`config.mk`:
```
export PLATFORM = sky130hd
export DESIGN_NAME = id_scoreboard_flat
export DESIGN_NICKNAME = d
export VERILOG_FILES = /design/src/rtl/id_scoreboard_pkg.sv /design/src/rtl/id_scoreboard_if.sv /design/src/rtl/id_scoreboard_sb_counter.sv /design/src/rtl/id_scoreboard.sv /design/src/flat_wrapper.sv
export SDC_FILE = /design/constraint.sdc
export NUM_CORES = 1
export LEC_CHECK = 0
export ABC_AREA = 1
export CORE_ASPECT_RATIO = 1.4
export CORE_MARGIN = 10
export CORE_UTILIZATION = 55
export CTS_CLUSTER_SIZE = 14
export DETAILED_ROUTE_END_ITERATION = 10
export GPL_TIMING_DRIVEN = 0
export PLACE_DENSITY = 0.83
export SLEW_MARGIN = 40
export SYNTH_ARGS = -nofsm -noshare
export SYNTH_HDL_FRONTEND = slang
export SYNTH_HIERARCHICAL = 1
export SYNTH_SLANG_ARGS = --single-unit
```
`constraint.sdc`:
```
create_clock -name clk -period 4.3 [get_ports clk]
set_input_delay 0.43 -clock clk [delete_from_list [all_inputs] [get_ports clk]]
set_output_delay 0.43 -clock clk [all_outputs]
set_load 0.01 [all_outputs]
```
`src/rtl/id_scoreboard_pkg.sv`:
```
// Shared CPU constants for the decode-stage register scoreboard: default sizes and the
// forwarding-select encoding (0 = regfile, k+1 = bypass stage k).
package id_scoreboard_pkg;

  localparam int unsigned NREG_DEF  = 32;
  localparam int unsigned NSTG_DEF  = 3;
  localparam int unsigned CNT_W_DEF = 2;

  localparam int unsigned FWD_SEL_RF = 0;

  function automatic int fwd_sel_stage(input int stage);
    return stage + 1;
  endfunction

endpackage

```
`src/rtl/id_scoreboard_if.sv`:
```
// Decode/bypass/writeback signals seen by the scoreboard; master drives the pipeline side.
interface id_scoreboard_if
  import id_scoreboard_pkg::*;
#(
  parameter int unsigned NREG = NREG_DEF,
  parameter int unsigned NSTG = NSTG_DEF
);
  localparam int unsigned AW = $clog2(NREG);
  localparam int unsigned SW = $clog2(NSTG + 1);

  logic               ds_valid;
  logic [AW-1:0]      ds_raddr1;
  logic [AW-1:0]      ds_raddr2;
  logic               ds_need_r1;
  logic               ds_need_r2;
  logic               ds_rf_we;
  logic [AW-1:0]      ds_rf_waddr;
  logic               es_allowin;
  logic [NSTG-1:0]    stg_rf_we;
  logic [NSTG-1:0]    stg_data_ok;
  logic [NSTG*AW-1:0] stg_rf_waddr;
  logic               ws_retire;
  logic [AW-1:0]      ws_rf_waddr;
  logic               flush;
  logic               ds_ready_go;
  logic [SW-1:0]      fwd_sel1;
  logic [SW-1:0]      fwd_sel2;
  logic [NREG-1:0]    pending;
  logic               sb_err;

  modport master (
    output ds_valid, ds_raddr1, ds_raddr2, ds_need_r1, ds_need_r2, ds_rf_we, ds_rf_waddr,
           es_allowin, stg_rf_we, stg_data_ok, stg_rf_waddr, ws_retire, ws_rf_waddr, flush,
    input  ds_ready_go, fwd_sel1, fwd_sel2, pending, sb_err
  );

  modport slave (
    input  ds_valid, ds_raddr1, ds_raddr2, ds_need_r1, ds_need_r2, ds_rf_we, ds_rf_waddr,
           es_allowin, stg_rf_we, stg_data_ok, stg_rf_waddr, ws_retire, ws_rf_waddr, flush,
    output ds_ready_go, fwd_sel1, fwd_sel2, pending, sb_err
  );

endinterface

```
`src/rtl/id_scoreboard_sb_counter.sv`:
```
// One register's outstanding-write counter: saturating up/down with flush clear; reports
// an illegal step (decrement at zero, increment at max) as a one-cycle error pulse.
module sb_counter #(
  parameter int unsigned CNT_W = 2
) (
  input  logic clk,
  input  logic reset,
  input  logic i_inc,
  input  logic i_dec,
  input  logic i_flush,
  output logic o_nz,
  output logic o_sat,
  output logic o_err
);

  logic [CNT_W-1:0] r_cnt;
  logic [CNT_W-1:0] w_cnt_nxt;
  logic             w_err;

  always_comb begin
    w_cnt_nxt = r_cnt;
    w_err     = 1'b0;
    if (i_flush) begin
      w_cnt_nxt = '0;
    end else if (i_inc && !i_dec) begin
      if (r_cnt != '1) w_cnt_nxt = r_cnt + CNT_W'(1);
      else             w_err     = 1'b1;
    end else if (i_dec && !i_inc) begin
      if (r_cnt != '0) w_cnt_nxt = r_cnt - CNT_W'(1);
      else             w_err     = 1'b1;
    end
  end

  always_ff @(posedge clk or posedge reset) begin
    if (reset) r_cnt <= '0;
    else       r_cnt <= w_cnt_nxt;
  end

  assign o_nz  = (r_cnt != '0);
  assign o_sat = (r_cnt == '1);
  assign o_err = w_err;

endmodule

```
`src/rtl/id_scoreboard.sv`:
```
// Decode-stage scoreboard: per-register pending-write counters, bypass selection
// (youngest matching stage wins) and the decode issue/stall decision.
module id_scoreboard
  import id_scoreboard_pkg::*;
#(
  parameter int unsigned NREG  = NREG_DEF,
  parameter int unsigned NSTG  = NSTG_DEF,
  parameter int unsigned CNT_W = CNT_W_DEF
) (
  input logic             clk,
  input logic             reset,
  id_scoreboard_if.slave  sb
);

  localparam int unsigned AW = $clog2(NREG);
  localparam int unsigned SW = $clog2(NSTG + 1);

  logic            w_issue;
  logic [NREG-1:0] w_inc;
  logic [NREG-1:0] w_dec;
  logic [NREG-1:0] w_nz;
  logic [NREG-1:0] w_sat;
  logic [NREG-1:0] w_err;
  logic [SW-1:0]   w_fwd1;
  logic [SW-1:0]   w_fwd2;
  logic            w_hit1;
  logic            w_hit2;
  logic            w_ok1;
  logic            w_ok2;
  logic            w_stall1;
  logic            w_stall2;
  logic            w_stall_wr;
  logic            r_sb_err;

  // Walk oldest to youngest so the youngest match overwrites older ones.
  always_comb begin
    w_fwd1 = SW'(FWD_SEL_RF);
    w_fwd2 = SW'(FWD_SEL_RF);
    w_hit1 = 1'b0;
    w_hit2 = 1'b0;
    w_ok1  = 1'b1;
    w_ok2  = 1'b1;
    for (int k = NSTG - 1; k >= 0; k--) begin
      if (sb.stg_rf_we[k] && sb.stg_rf_waddr[k*AW +: AW] == sb.ds_raddr1 &&
          sb.ds_raddr1 != '0) begin
        w_fwd1 = SW'(fwd_sel_stage(k));
        w_hit1 = 1'b1;
        w_ok1  = sb.stg_data_ok[k];
      end
      if (sb.stg_rf_we[k] && sb.stg_rf_waddr[k*AW +: AW] == sb.ds_raddr2 &&
          sb.ds_raddr2 != '0) begin
        w_fwd2 = SW'(fwd_sel_stage(k));
        w_hit2 = 1'b1;
        w_ok2  = sb.stg_data_ok[k];
      end
    end
  end

  // A pending writer with no stage match lives in a unit the bypass network cannot see.
  always_comb begin
    w_stall1   = sb.ds_need_r1 && (sb.ds_raddr1 != '0) &&
                 (w_hit1 ? !w_ok1 : w_nz[sb.ds_raddr1]);
    w_stall2   = sb.ds_need_r2 && (sb.ds_raddr2 != '0) &&
                 (w_hit2 ? !w_ok2 : w_nz[sb.ds_raddr2]);
    w_stall_wr = sb.ds_rf_we && (sb.ds_rf_waddr != '0) && w_sat[sb.ds_rf_waddr];
  end

  assign sb.ds_ready_go = !(sb.ds_valid && (w_stall1 || w_stall2 || w_stall_wr));
  assign w_issue        = sb.ds_valid && sb.ds_ready_go && sb.es_allowin;

  assign w_inc[0] = 1'b0;
  assign w_dec[0] = 1'b0;
  assign w_nz[0]  = 1'b0;
  assign w_sat[0] = 1'b0;
  assign w_err[0] = 1'b0;

  for (genvar r = 1; r < NREG; r++) begin : g_cnt
    assign w_inc[r] = w_issue && sb.ds_rf_we && (sb.ds_rf_waddr == AW'(r));
    assign w_dec[r] = sb.ws_retire && (sb.ws_rf_waddr == AW'(r));

    sb_counter #(
      .CNT_W (CNT_W)
    ) u_cnt (
      .clk     (clk),
      .reset   (reset),
      .i_inc   (w_inc[r]),
      .i_dec   (w_dec[r]),
      .i_flush (sb.flush),
      .o_nz    (w_nz[r]),
      .o_sat   (w_sat[r]),
      .o_err   (w_err[r])
    );
  end

  always_ff @(posedge clk or posedge reset) begin
    if (reset) r_sb_err <= 1'b0;
    else       r_sb_err <= r_sb_err | (|w_err);
  end

  assign sb.fwd_sel1 = w_fwd1;
  assign sb.fwd_sel2 = w_fwd2;
  assign sb.pending  = w_nz;
  assign sb.sb_err   = r_sb_err;

endmodule

```
`src/flat_wrapper.sv`:
```
// flat-port wrapper written by rule: the top's interface ports become plain ports
module id_scoreboard_flat import id_scoreboard_pkg::*;
#(
  parameter int unsigned NREG  = NREG_DEF,
  parameter int unsigned NSTG  = NSTG_DEF,
  parameter int unsigned CNT_W = CNT_W_DEF
)
  (clk, reset, sb_ds_valid, sb_ds_raddr1, sb_ds_raddr2, sb_ds_need_r1, sb_ds_need_r2, sb_ds_rf_we, sb_ds_rf_waddr, sb_es_allowin, sb_stg_rf_we, sb_stg_data_ok, sb_stg_rf_waddr, sb_ws_retire, sb_ws_rf_waddr, sb_flush, sb_ds_ready_go, sb_fwd_sel1, sb_fwd_sel2, sb_pending, sb_sb_err);
  id_scoreboard_if #(.NREG(NREG), .NSTG(NSTG)) sb_i ();
  input logic clk;
  input logic reset;
  input wire logic [$bits(sb_i.ds_valid)-1:0] sb_ds_valid;
  input wire logic [$bits(sb_i.ds_raddr1)-1:0] sb_ds_raddr1;
  input wire logic [$bits(sb_i.ds_raddr2)-1:0] sb_ds_raddr2;
  input wire logic [$bits(sb_i.ds_need_r1)-1:0] sb_ds_need_r1;
  input wire logic [$bits(sb_i.ds_need_r2)-1:0] sb_ds_need_r2;
  input wire logic [$bits(sb_i.ds_rf_we)-1:0] sb_ds_rf_we;
  input wire logic [$bits(sb_i.ds_rf_waddr)-1:0] sb_ds_rf_waddr;
  input wire logic [$bits(sb_i.es_allowin)-1:0] sb_es_allowin;
  input wire logic [$bits(sb_i.stg_rf_we)-1:0] sb_stg_rf_we;
  input wire logic [$bits(sb_i.stg_data_ok)-1:0] sb_stg_data_ok;
  input wire logic [$bits(sb_i.stg_rf_waddr)-1:0] sb_stg_rf_waddr;
  input wire logic [$bits(sb_i.ws_retire)-1:0] sb_ws_retire;
  input wire logic [$bits(sb_i.ws_rf_waddr)-1:0] sb_ws_rf_waddr;
  input wire logic [$bits(sb_i.flush)-1:0] sb_flush;
  output wire logic [$bits(sb_i.ds_ready_go)-1:0] sb_ds_ready_go;
  output wire logic [$bits(sb_i.fwd_sel1)-1:0] sb_fwd_sel1;
  output wire logic [$bits(sb_i.fwd_sel2)-1:0] sb_fwd_sel2;
  output wire logic [$bits(sb_i.pending)-1:0] sb_pending;
  output wire logic [$bits(sb_i.sb_err)-1:0] sb_sb_err;
  assign sb_i.ds_valid = sb_ds_valid;
  assign sb_i.ds_raddr1 = sb_ds_raddr1;
  assign sb_i.ds_raddr2 = sb_ds_raddr2;
  assign sb_i.ds_need_r1 = sb_ds_need_r1;
  assign sb_i.ds_need_r2 = sb_ds_need_r2;
  assign sb_i.ds_rf_we = sb_ds_rf_we;
  assign sb_i.ds_rf_waddr = sb_ds_rf_waddr;
  assign sb_i.es_allowin = sb_es_allowin;
  assign sb_i.stg_rf_we = sb_stg_rf_we;
  assign sb_i.stg_data_ok = sb_stg_data_ok;
  assign sb_i.stg_rf_waddr = sb_stg_rf_waddr;
  assign sb_i.ws_retire = sb_ws_retire;
  assign sb_i.ws_rf_waddr = sb_ws_rf_waddr;
  assign sb_i.flush = sb_flush;
  assign sb_ds_ready_go = sb_i.ds_ready_go;
  assign sb_fwd_sel1 = sb_i.fwd_sel1;
  assign sb_fwd_sel2 = sb_i.fwd_sel2;
  assign sb_pending = sb_i.pending;
  assign sb_sb_err = sb_i.sb_err;
  id_scoreboard #(.NREG(NREG), .NSTG(NSTG), .CNT_W(CNT_W)) u_core (.clk(clk), .reset(reset), .sb(sb_i));
endmodule
```
==> impl_metrics.py, run 1 <==
metrics = {
    "sta": {
        "rsz0062_at_grt": "false",
        "period_needed_ns": 4.194,
        "setup_viol": 0,
        "worst_pin_slew_ns": 0.7573,
        "timing_hold_violations_final": 0,
        "fin_skew_ns": 0.009688,
        "layout_setup_ws_ns": 0.1059,
        "tns_ns": 0,
        "max_freq_ghz": 0.2384,
        "slew_headroom_pct": 49.05,
        "fin_crit_sh_pct": 97.54,
        "drv_slew": 0,
    },
    "run": {
        "cap_violations": 0,
    },
    "routing": {
        "drc": 0,
        "wirelength_mm": 26.48,
        "drtAntennaViolNets": 0,
        "drt_iter0_drc": 1132,
        "num_vias": 9334,
        "wl_per_cell_um": 16.32,
        "drt_first_pass_iters": 6,
        "viasPerCell": 5.751,
    },
    "global_route": {
        "grt_util_met3_pct": 5.309,
        "grt_pass1_vias": 8606,
        "grt_max_degree": 81,
        "grt_overflow": 0,
        "busiest_layer": "met2",
        "use_met1_pct": 29.55,
        "grt_usage_pct": 26.25,
        "grt_pass1_wl_mm": 42.29,
        "grtUsageMet2_pct": 44.48,
        "grt_antenna_before_repair": 0,
    },
    "logic_synthesis": {
        "syn_nets": 1444,
        "synthesis.instances": 1332,
        "ys_dominant_reg_cell": "dfrtp_1",
        "syn-mean-instance-area_sq_um": 5.990,
        "syn_area_sq_mm": 0.007979,
        "synth.area.top_cells": "dfrtp_1, nand2_1, inv_1",
        "yosys_warnings": 6,
        "synthArstFlopShare_pct": 100.0,
        "yosysUniqueCellTypes": 37,
        "yosysMostFrequentCell": "nand2_1",
        "ys_seq_area_share_pct": 19.76,
        "synth_top_area_cell": "dfrtp_1",
        "ys_seq_elements": 63,
        "synth_edf_count": 0,
        "synth_top_area_share_pct": 19.76,
        "synth_common_cells": "nand2_1, inv_1, nor2_1",
    },
    "floorplanning": {
        "ioPinCount": 88,
        "start_util_pct": 55.49,
        "fp-row-count": 52,
        "die_height_um": 162.5,
        "coreArea_sq_mm": 0.01438,
        "die_area_sq_mm": 0.01979,
        "die_width_um": 121.8,
    },
    "clock_tree": {
        "insertion_delay_ns": 0.34,
        "cts_setup_buffers": 0,
        "clk_pin_slew_ns": 0.06,
        "root_buffer": "clkbuf_16",
        "cts.sinks": 63,
        "cts-resized-gates": 0,
        "holdBufCountCts": 0,
        "cts_tree": "done",
        "htreeDepth": 3,
        "clockBufferDepth": 2,
        "cts_made_buffers": 9,
    },
    "pwr": {
        "p_total_mw": 2.732,
        "p_per_area_mw_per_mm2": 288.0,
        "vdd_drop_max_v": 0.0002208,
        "p_leak_nw": 4.682,
    },
    "worst_setup_path": {
        "slowest_delay_ns": 0.70,
        "slowest_stage": "clkdlybuf4s50_1",
        "worst_setup_path_start_kind": "input port",
        "crit_buf_inv": 3,
        "crit_arrival_ns": 4.40,
        "worstPathMaxFanout": 10,
        "path_delay_family": "simple AND/OR/NAND/NOR gates",
        "critPathCaptureType": "flip-flop",
        "crit_type": "input port to flip-flop",
        "critPathRequiredTime_ns": 4.51,
        "critical_path.cell_chain": "clkdlybuf4s50_1, inv_2, nand2_1, nand4_1, nor2_1, nand2_2, nand2_1, nand4_1, nand3_2, nand4_4, buf_12, nor2_4, ha_1, nor2_1, nand2_1, a21oi_1, nor4_1, nand4_1, or3_1",
    },
    "status": {
        "outcome": "completed",
    },
    "final_layout": {
        "multi_input_area_sq_mm": 0.005349,
        "utilization_pct": 65.99,
        "fill_cells": 1336,
        "drive_gt1_share_pct": 7.043,
        "diodes": 0,
        "layout.nets": 1541,
        "syn2layout_area_growth_pct": 18.91,
        "final-seq-area_sq_mm": 0.001577,
    },
    "place": {
        "dp_hpwl_mm": 20.00,
        "gp_congestion": 1.001,
        "pre_cts_slack_ns": -0.08424,
        "portBuffers": 84,
    },
    "worst_hold_path": {
        "hp-class": "input port to asynchronous set/reset pin",
    },
}
[report_power, final]
part	total, mW	switching [mW]	internal (mW)
Clock	0.949	0.292	0.657
Sequential	0.789	0.118	0.671
Combinational	0.994	0.619	0.376
[final timing paths]
path                                                      start                         endpoint  slack, ns  cells past startpoint
worst max-delay path                            sb_ds_raddr1[2]                 u_core/sb.sb_err       0.11                     19
worst min-delay path                                      reset   u_core/g_cnt[3].u_cnt/r_cnt[1]       0.09                      2
worst max register to register  u_core/g_cnt[14].u_cnt/r_cnt[0]                 u_core/sb.sb_err       0.54                     19
worst min register to register                 u_core/sb.sb_err                 u_core/sb.sb_err       0.55                      1
max in group asynchronous                                 reset  u_core/g_cnt[12].u_cnt/r_cnt[0]       3.88                      3
min in group clk                                       sb_flush  u_core/g_cnt[13].u_cnt/r_cnt[1]       0.47                      2
[sequential cells by signal, summed over array words and instances, names as in the netlist]
register                  count
u_core/g_cnt.u_cnt/r_cnt     62
u_core/sb.sb_err              1
[logic make-up (layout without fill, tap and decap cells)]
logic type / after synthesis / after routing / share of synthesized area, %
and+or+nand+nor: 842 / 842 / 49.91
buffers and inverters: 253 / 355 / 13.20
AOI/OAI and AO/OA: 107 / 107 / 6.915
DFF: 63 / 63 / 19.76
adders and majority gates: 62 / 62 / 9.722
xor gates and xnor gates: 4 / 4 / 0.4392
other: 1 / 1 / 0.04700
[final cells by class]
cell class                 instances  area share, %
buffer                            24          2.018
clock buffer                      11          2.664
clock inverter                     5          1.345
inverter                         229          9.086
timing repair buffer              86          9.403
sequential                        63          16.62
tap                              189          2.492
multi-input combinational       1016          56.38
[routing by layer]
layer,vias up,wire [um]
met5,-,0
met4,0,1493
met3,101,2190
met1,4292,10040
li1,4467,-
met2,474,12760
[cells in the final DEF, fill, tap and decap left out, types with 2 or more instances in the layout]
cell	n
inv_2	14
buf_12	3
bufinv_16	4
nor2_2	3
nor4_1	7
nand2_2	3
o21ai_0	32
buf_6	4
clkdlybuf4s50_1	82
clkbuf_8	2
o21ai_1	2
nand3_1	130
nor2_4	33
clkinv_1	2
nand4_1	76
nor2_1	187
inv_1	212
buf_16	2
clkbuf_16	9
o22ai_1	2
ha_1	62
nand2_1	359
nand3b_1	33
a21oi_1	68
xnor2_1	3
buf_2	7
nand3_2	5
buf_4	6
clkbuf_1	6
dfrtp_1	63
[through the flow]
step	hold slack, ns	instances	area, sq um
finish	0.08762	1623	9488
global route	0.1044	1623	9488
CTS	0.09598	1623	9488
detailed placement	0.4488	1607	9107
global placement	0.5174	1605	9056
floorplan	0.1587	1332	7979
(Power assumes the default switching activity.)
==> inputs of run 2 (changes only) <==
--- a/config.mk
+++ b/config.mk
@@ -13,6 +13,7 @@
 export DETAILED_ROUTE_END_ITERATION = 10
 export GPL_TIMING_DRIVEN = 0
 export PLACE_DENSITY = 0.83
+export SKIP_CTS_REPAIR_TIMING = 1
 export SLEW_MARGIN = 40
 export SYNTH_ARGS = -nofsm -noshare
 export SYNTH_HDL_FRONTEND = slang
==> results of run 2 <==
Same layout as run 1: the final DEF is identical, and so are final timing and power.
